`config.mk`:
```
export PLATFORM = sky130hd
export DESIGN_NAME = calc_controller
export DESIGN_NICKNAME = d
export VERILOG_FILES = /design/src/rtl/calc_controller.sv
export SDC_FILE = /design/constraint.sdc
export NUM_CORES = 1
export LEC_CHECK = 0
export ABC_AREA = 0
export CORE_MARGIN = 2
export CORE_UTILIZATION = 31
export CTS_CLUSTER_DIAMETER = 60
export CTS_CLUSTER_SIZE = 40
export DETAILED_ROUTE_END_ITERATION = 10
export GPL_TIMING_DRIVEN = 1
export MAX_ROUTING_LAYER = met4
export SLEW_MARGIN = 0
export SYNTH_ARGS = -nofsm -noshare
export SYNTH_HDL_FRONTEND = slang
export SYNTH_SLANG_ARGS = --single-unit
```
`constraint.sdc`:
```
create_clock -name clock -period 9.9 [get_ports clock]
set_input_delay 1.98 -clock clock [delete_from_list [all_inputs] [get_ports clock]]
set_output_delay 1.98 -clock clock [all_outputs]
set_load 0.02 [all_outputs]
```
`src/rtl/calc_controller.sv`:
```
`default_nettype none
// ============================================================================
// Module      : calc_controller
// Description : Multi-cycle 8-bit calculator. It performs add, subtract,
//               multiply or restoring divide on two latched operands. It then
//               converts the 8-bit result to BCD using shift-add-3, and
//               presents the digits together with Zero/Overflow flags and a
//               one-cycle Done pulse.
// Ports       :
//   clock                 - single clock, rising edge
//   reset                 - asynchronous, active-low reset
//   Clear                 - synchronous abort, returns to IDLE with reset values
//   Start                 - compute request, accepted only in IDLE
//   Op[1:0]               - 00 add, 01 sub (A-B), 10 mul, 11 div (A/B)
//   OperandA/OperandB     - unsigned 8-bit operands
//   Busy                  - high whenever the FSM is not in IDLE
//   Done                  - one-cycle pulse when a new result is presented
//   Units/Tens[3:0]       - BCD digits of the result
//   Hundreds[1:0]         - hundreds digit, 0..2
//   Zero                  - result is 0 and did not overflow
//   Overflow              - result not representable in 0..255
// Revision    : 1.0 - initial release
// ============================================================================
module calc_controller #(
    parameter int reg_delay = 1
) (
    input  logic       clock,
    input  logic       reset,
    input  logic       Clear,
    input  logic       Start,
    input  logic [1:0] Op,
    input  logic [7:0] OperandA,
    input  logic [7:0] OperandB,
    output logic       Busy,
    output logic       Done,
    output logic [3:0] Units,
    output logic [3:0] Tens,
    output logic [1:0] Hundreds,
    output logic       Zero,
    output logic       Overflow
);

    typedef enum logic [1:0] {
        S_IDLE    = 2'd0,
        S_CALC    = 2'd1,
        S_CONVERT = 2'd2,
        S_DONE    = 2'd3
    } state_t;

    localparam logic [1:0] c_OP_ADD = 2'b00;
    localparam logic [1:0] c_OP_SUB = 2'b01;
    localparam logic [1:0] c_OP_MUL = 2'b10;
    localparam logic [3:0] c_DIV_LAST = 4'd7;
    localparam logic [3:0] c_BCD_STEPS = 4'd8;

    // The register-update delay only exists for behavioural models; this
    // implementation is zero-delay, so the parameter is intentionally unused.
    logic w_unused_delay;
    assign w_unused_delay = (reg_delay != 0);

    state_t     r_state;
    logic [1:0] r_op;
    logic [7:0] r_a;
    logic [7:0] r_b;
    logic [7:0] r_result;
    logic       r_ovf;
    logic [7:0] r_rem;
    logic [7:0] r_quo;
    logic [3:0] r_cnt;
    logic [7:0] r_bin;
    logic [1:0] r_bcd_h;
    logic [3:0] r_bcd_t;
    logic [3:0] r_bcd_u;
    logic       r_busy;
    logic       r_done;
    logic [3:0] r_units;
    logic [3:0] r_tens;
    logic [1:0] r_hund;
    logic       r_zero;
    logic       r_overflow;

    // ---------------- single-cycle arithmetic ----------------
    logic [8:0]  w_sum;
    logic [7:0]  w_diff;
    logic [15:0] w_prod;
    logic [7:0]  w_calc_res;
    logic        w_calc_ovf;

    assign w_sum  = {1'b0, r_a} + {1'b0, r_b};
    assign w_diff = r_a - r_b;
    assign w_prod = {8'd0, r_a} * {8'd0, r_b};

    always_comb begin
        w_calc_res = w_sum[7:0];
        w_calc_ovf = w_sum[8];
        case (r_op)
            c_OP_ADD: begin
                w_calc_res = w_sum[7:0];
                w_calc_ovf = w_sum[8];
            end
            c_OP_SUB: begin
                w_calc_res = w_diff;
                w_calc_ovf = (r_b > r_a);
            end
            c_OP_MUL: begin
                w_calc_res = w_prod[7:0];
                w_calc_ovf = (w_prod[15:8] != 8'd0);
            end
            default: begin
                w_calc_res = w_sum[7:0];
                w_calc_ovf = w_sum[8];
            end
        endcase
    end

    // ---------------- restoring division step ----------------
    // The partial remainder is always < B <= 255, so the shifted trial value
    // fits in 9 bits and the restored remainder fits back into 8 bits.
    logic [8:0] w_div_sh;
    logic       w_div_ge;
    logic [7:0] w_rem_nxt;
    logic [7:0] w_quo_nxt;

    assign w_div_sh  = {r_rem, r_quo[7]};
    assign w_div_ge  = (w_div_sh >= {1'b0, r_b});
    assign w_rem_nxt = w_div_ge ? (w_div_sh[7:0] - r_b) : w_div_sh[7:0];
    assign w_quo_nxt = {r_quo[6:0], w_div_ge};

    // ---------------- shift-add-3 step ----------------
    // Hundreds never reaches 5 for an 8-bit value, so it needs no correction.
    logic [3:0] w_u_adj;
    logic [3:0] w_t_adj;

    assign w_u_adj = (r_bcd_u >= 4'd5) ? (r_bcd_u + 4'd3) : r_bcd_u;
    assign w_t_adj = (r_bcd_t >= 4'd5) ? (r_bcd_t + 4'd3) : r_bcd_t;

    always_ff @(posedge clock or negedge reset) begin
        if (!reset) begin
            r_state    <= S_IDLE;
            r_op       <= 2'd0;
            r_a        <= 8'd0;
            r_b        <= 8'd0;
            r_result   <= 8'd0;
            r_ovf      <= 1'b0;
            r_rem      <= 8'd0;
            r_quo      <= 8'd0;
            r_cnt      <= 4'd0;
            r_bin      <= 8'd0;
            r_bcd_h    <= 2'd0;
            r_bcd_t    <= 4'd0;
            r_bcd_u    <= 4'd0;
            r_busy     <= 1'b0;
            r_done     <= 1'b0;
            r_units    <= 4'd0;
            r_tens     <= 4'd0;
            r_hund     <= 2'd0;
            r_zero     <= 1'b1;
            r_overflow <= 1'b0;
        end else if (Clear) begin
            r_state    <= S_IDLE;
            r_op       <= 2'd0;
            r_a        <= 8'd0;
            r_b        <= 8'd0;
            r_result   <= 8'd0;
            r_ovf      <= 1'b0;
            r_rem      <= 8'd0;
            r_quo      <= 8'd0;
            r_cnt      <= 4'd0;
            r_bin      <= 8'd0;
            r_bcd_h    <= 2'd0;
            r_bcd_t    <= 4'd0;
            r_bcd_u    <= 4'd0;
            r_busy     <= 1'b0;
            r_done     <= 1'b0;
            r_units    <= 4'd0;
            r_tens     <= 4'd0;
            r_hund     <= 2'd0;
            r_zero     <= 1'b1;
            r_overflow <= 1'b0;
        end else begin
            case (r_state)
                S_IDLE: begin
                    r_done <= 1'b0;
                    if (Start) begin
                        r_op    <= Op;
                        r_a     <= OperandA;
                        r_b     <= OperandB;
                        r_quo   <= OperandA;
                        r_rem   <= 8'd0;
                        r_cnt   <= 4'd0;
                        r_ovf   <= 1'b0;
                        r_busy  <= 1'b1;
                        r_state <= S_CALC;
                    end
                end

                S_CALC: begin
                    if (r_op != 2'b11) begin
                        r_result <= w_calc_res;
                        r_bin    <= w_calc_res;
                        r_ovf    <= w_calc_ovf;
                        r_cnt    <= 4'd0;
                        r_bcd_h  <= 2'd0;
                        r_bcd_t  <= 4'd0;
                        r_bcd_u  <= 4'd0;
                        r_state  <= S_CONVERT;
                    end else if ((r_cnt == 4'd0) && (r_b == 8'd0)) begin
                        // Divide by zero: skip the iterations entirely.
                        r_ovf   <= 1'b1;
                        r_cnt   <= 4'd0;
                        r_state <= S_CONVERT;
                    end else begin
                        r_rem <= w_rem_nxt;
                        r_quo <= w_quo_nxt;
                        if (r_cnt == c_DIV_LAST) begin
                            r_result <= w_quo_nxt;
                            r_bin    <= w_quo_nxt;
                            r_cnt    <= 4'd0;
                            r_bcd_h  <= 2'd0;
                            r_bcd_t  <= 4'd0;
                            r_bcd_u  <= 4'd0;
                            r_state  <= S_CONVERT;
                        end else begin
                            r_cnt <= r_cnt + 4'd1;
                        end
                    end
                end

                S_CONVERT: begin
                    if (r_ovf) begin
                        r_units    <= 4'd0;
                        r_tens     <= 4'd0;
                        r_hund     <= 2'd0;
                        r_zero     <= 1'b0;
                        r_overflow <= 1'b1;
                        r_done     <= 1'b1;
                        r_state    <= S_DONE;
                    end else if (r_cnt == c_BCD_STEPS) begin
                        r_units    <= r_bcd_u;
                        r_tens     <= r_bcd_t;
                        r_hund     <= r_bcd_h;
                        r_zero     <= (r_result == 8'd0);
                        r_overflow <= 1'b0;
                        r_done     <= 1'b1;
                        r_state    <= S_DONE;
                    end else begin
                        r_bcd_h <= {r_bcd_h[0], w_t_adj[3]};
                        r_bcd_t <= {w_t_adj[2:0], w_u_adj[3]};
                        r_bcd_u <= {w_u_adj[2:0], r_bin[7]};
                        r_bin   <= {r_bin[6:0], 1'b0};
                        r_cnt   <= r_cnt + 4'd1;
                    end
                end

                S_DONE: begin
                    r_done  <= 1'b0;
                    r_busy  <= 1'b0;
                    r_state <= S_IDLE;
                end

                default: begin
                    r_done  <= 1'b0;
                    r_busy  <= 1'b0;
                    r_state <= S_IDLE;
                end
            endcase
        end
    end

    assign Busy     = r_busy;
    assign Done     = r_done;
    assign Units    = r_units;
    assign Tens     = r_tens;
    assign Hundreds = r_hund;
    assign Zero     = r_zero;
    assign Overflow = r_overflow;

endmodule
`default_nettype wire
```
==> flow_metrics.py <==
metrics = {
    "placement": {
        "port_buffers": 35,
        "place_congestion": 0.915,
        "hpwl_um": 14500,
        "post-place-ws_ns": 4.97,
    },
    "flow_run": {
        "drv_cap": 0,
    },
    "route": {
        "first_pass_iters": 6,
        "wirelength_um": 18900,
        "routedWlPerCell_um": 15.6,
        "route.detailed.drc": 0,
        "ant_nets": 0,
        "via_per_inst": 5.03,
        "initialDrtViolationCount": 425,
        "num_vias": 6105,
    },
    "grt": {
        "antenna_found_initial": 0,
        "grt_pass1_vias": 5905,
        "grt_use_total_pct": 15.6,
        "grt_pass1_wl_um": 31500,
        "grt_remaining_overflow": 0,
        "grt_max_degree": 69,
    },
    "synth": {
        "ys_seq_area_share_pct": 27.0,
        "yosys_most_used_dff": "dfrtp_1",
        "async_flop_share_pct": 100,
        "syn_nets": 1007,
        "syn_inst": 873,
        "synth.avg_cell_area_sq_um": 8.60,
        "yosys_warnings": 0,
        "ys_ff_latch": 81,
        "syn_area_sq_um": 7510,
        "ys_types": 78,
        "synth_edf_count": 0,
    },
    "run_status": {
        "status": "completed",
    },
    "timing": {
        "drv_slew": 0,
        "relSlewSlack_pct": 30.4,
        "period_share_pct": 50.0,
        "rsz0062_at_grt": "no",
        "setup_viol": 0,
        "fin_ws_ns": 4.95,
        "final.setup.tns_ns": 0,
        "hold_violations": 0,
        "tightest_slew_ns": 1.03,
        "post-route-min-period_ns": 4.95,
        "finClkSkew_ns": 0.0161,
        "fmax_ghz": 0.202,
    },
    "floorplanning": {
        "dieArea_sq_um": 25500,
        "die_h_um": 160,
        "num_io_pins": 36,
        "row_count": 56,
        "core_area_sq_um": 23600,
        "fp.dieW_um": 160,
        "start_util_pct": 31.8,
    },
    "power_and_ir_drop": {
        "pwr-share-seq_pct": 29.7,
        "ir_drop_mv": 0.117,
        "p_sw_share_pct": 43.4,
        "power_leakage_nw": 3.83,
        "power_density_nw_per_um2": 186,
        "comb_power_share_pct": 48.5,
        "power.switching_uw": 680,
        "p_int_uw": 887,
        "clock_power_share_pct": 21.8,
    },
    "clock_tree": {
        "cts-root-buf": "clkbuf_16",
        "worst_skew_pair.late_latency_ns": 0.35,
        "cts_buffers": 9,
        "cts_max_level": 3,
        "clkTransAtPathRegs_ns": 0.07,
        "cts_tree": "built",
        "cts_resized": 0,
        "cts_hold_buf": 0,
        "clockBufferDepth": 2,
        "cts.sinks": 81,
        "postCtsSetupBuffers": 0,
    },
    "final_layout": {
        "synthToLayoutAreaGrowth_pct": 12.1,
        "final_common_cell": "nand2_1",
        "antennaDiodeCount": 0,
        "nets": 1023,
        "layout_common_cells": "nand2_1 (119), inv_1 (96), dfrtp_1 (80)",
        "layout-drive-gt1-share_pct": 4.70,
    },
    "worst_setup_path": {
        "crit_path_max_fanout": 11,
        "crit_chain": "ha_1 > fa_1 > inv_1 > fa_1 > fa_1 > fa_1 > inv_1 > ha_1 > or3_1 > a21oi_2 > a21oi_2 > a311o_2 > nand2_1 > nand4_1 > o32a_1",
        "crit_top_cell": "fa_1",
        "start_kind": "register",
        "path_buf_inv": 2,
        "slowest_delay_ns": 0.55,
        "critPathTopFamily": "adder cells",
        "worstPathRequired_ns": 10.14,
        "end_kind": "register",
        "critPathKind": "reg -> reg",
        "worstPathArrival_ns": 5.20,
        "slowest_stage": "fa_1",
    },
    "hold_path": {
        "min_path_type": "reg -> reg",
    },
}
==> through the flow <==
step / util, % / std cells / cell area (sq um) / power, mW / hold slack, ns
floorplan: - / 873 / 7510 / 1.04 / 0.444
global placement: 34.4 / 1197 / 8120 / 1.22 / 0.463
detailed placement: 34.4 / 1197 / 8120 / 1.23 / 0.471
CTS: 35.7 / 1213 / 8420 / 1.58 / 0.485
global route: 35.7 / 1213 / 8420 / 1.69 / 0.505
finish: 35.7 / 1213 / 8420 / 1.57 / 0.477
==> worst min-delay path: cells and delay by family (launching register included) <==
family / cells / cell delay [ns]
simple gates: 1 / 0.05
compound gates: 1 / 0.05
flops: 1 / 0.34
==> sequential cells by signal, indices dropped and copies added (netlist names), 2 cells and up <==
signal / count
r_op: 2
r_result: 8
r_bcd_t: 4
r_a: 8
r_b: 8
r_state: 2
r_bcd_h: 2
r_rem: 8
r_bin: 8
r_bcd_u: 4
r_quo: 8
Hundreds: 2
Units: 4
Tens: 4
r_cnt: 4
==> logic make-up (layout without fill, tap and decap cells) <==
family                     after synthesis  in the layout  share of synthesized area (%)
AOI/OAI and AO/OA                      213            213                           19.6
xor gates and xnor gates                14             14                           1.63
adders and majority gates              112            112                           22.6
buffers and inverters                  134            155                           7.38
DFF                                     81             81                           27.0
muxes                                   13             13                           1.82
and+or+nand+nor                        306            306                           20.0
==> routing by layer <==
layer	GRT usage, %	vias to the layer above	wire, um
met4	4.96	0	503
met5	-	-	0
met2	23.9	135	8460
met1	21.4	2902	9160
met3	2.36	31	753
li1	-	3037	-
==> power by group through the flow <==
stage	Sequential (mW)	Clock, mW	Combinational (mW)
final	0.466	0.341	0.760
after global routing	0.476	0.363	0.856
after CTS	0.465	0.351	0.763
after detailed placement	0.470	0	0.759
after global placement	0.468	0	0.752
after floorplan	0.438	0	0.601
==> synth_stat cells (12+ instances only) <==
master | number | share of area, %
nor2b_1 | 13 | 1.1
ha_1 | 73 | 12
nand3_1 | 12 | 0.80
nor3_1 | 20 | 1.3
inv_1 | 96 | 4.8
dfrtp_1 | 80 | 27
o21ai_0 | 55 | 3.7
nor2_1 | 46 | 2.3
a211oi_1 | 12 | 1.2
fa_1 | 39 | 10
o21a_1 | 12 | 1.2
o31ai_1 | 21 | 2.1
nand2_1 | 119 | 5.9
and2_1 | 31 | 2.6
clkbuf_1 | 26 | 1.3
nand2b_1 | 27 | 2.2
a21oi_1 | 32 | 2.1
==> area by class of cell <==
cell class	instances	area, sq um
fillers	2481	15200
repair buffers	42	400
multi-input cells	658	4930
well taps	319	399
clock inverters	6	67.6
clock buffers	10	229
inverters	97	364
flip-flops and latches	81	2030
==> worst paths after layout <==
path                       slack, ns  cells past startpoint     endpoint        start
max                             4.95                     15        r_ovf       r_b[4]
min                             0.48                      2  r_result[7]  r_result[7]
max reg2reg                     4.95                     15        r_ovf       r_b[4]
min reg2reg                     0.48                      2  r_result[7]  r_result[7]
max in group asynchronous       7.27                      2       r_a[1]        reset
min in group asynchronous       1.47                      1      Tens[3]        reset
No activity file was read; power rests on OpenSTA's default activity.
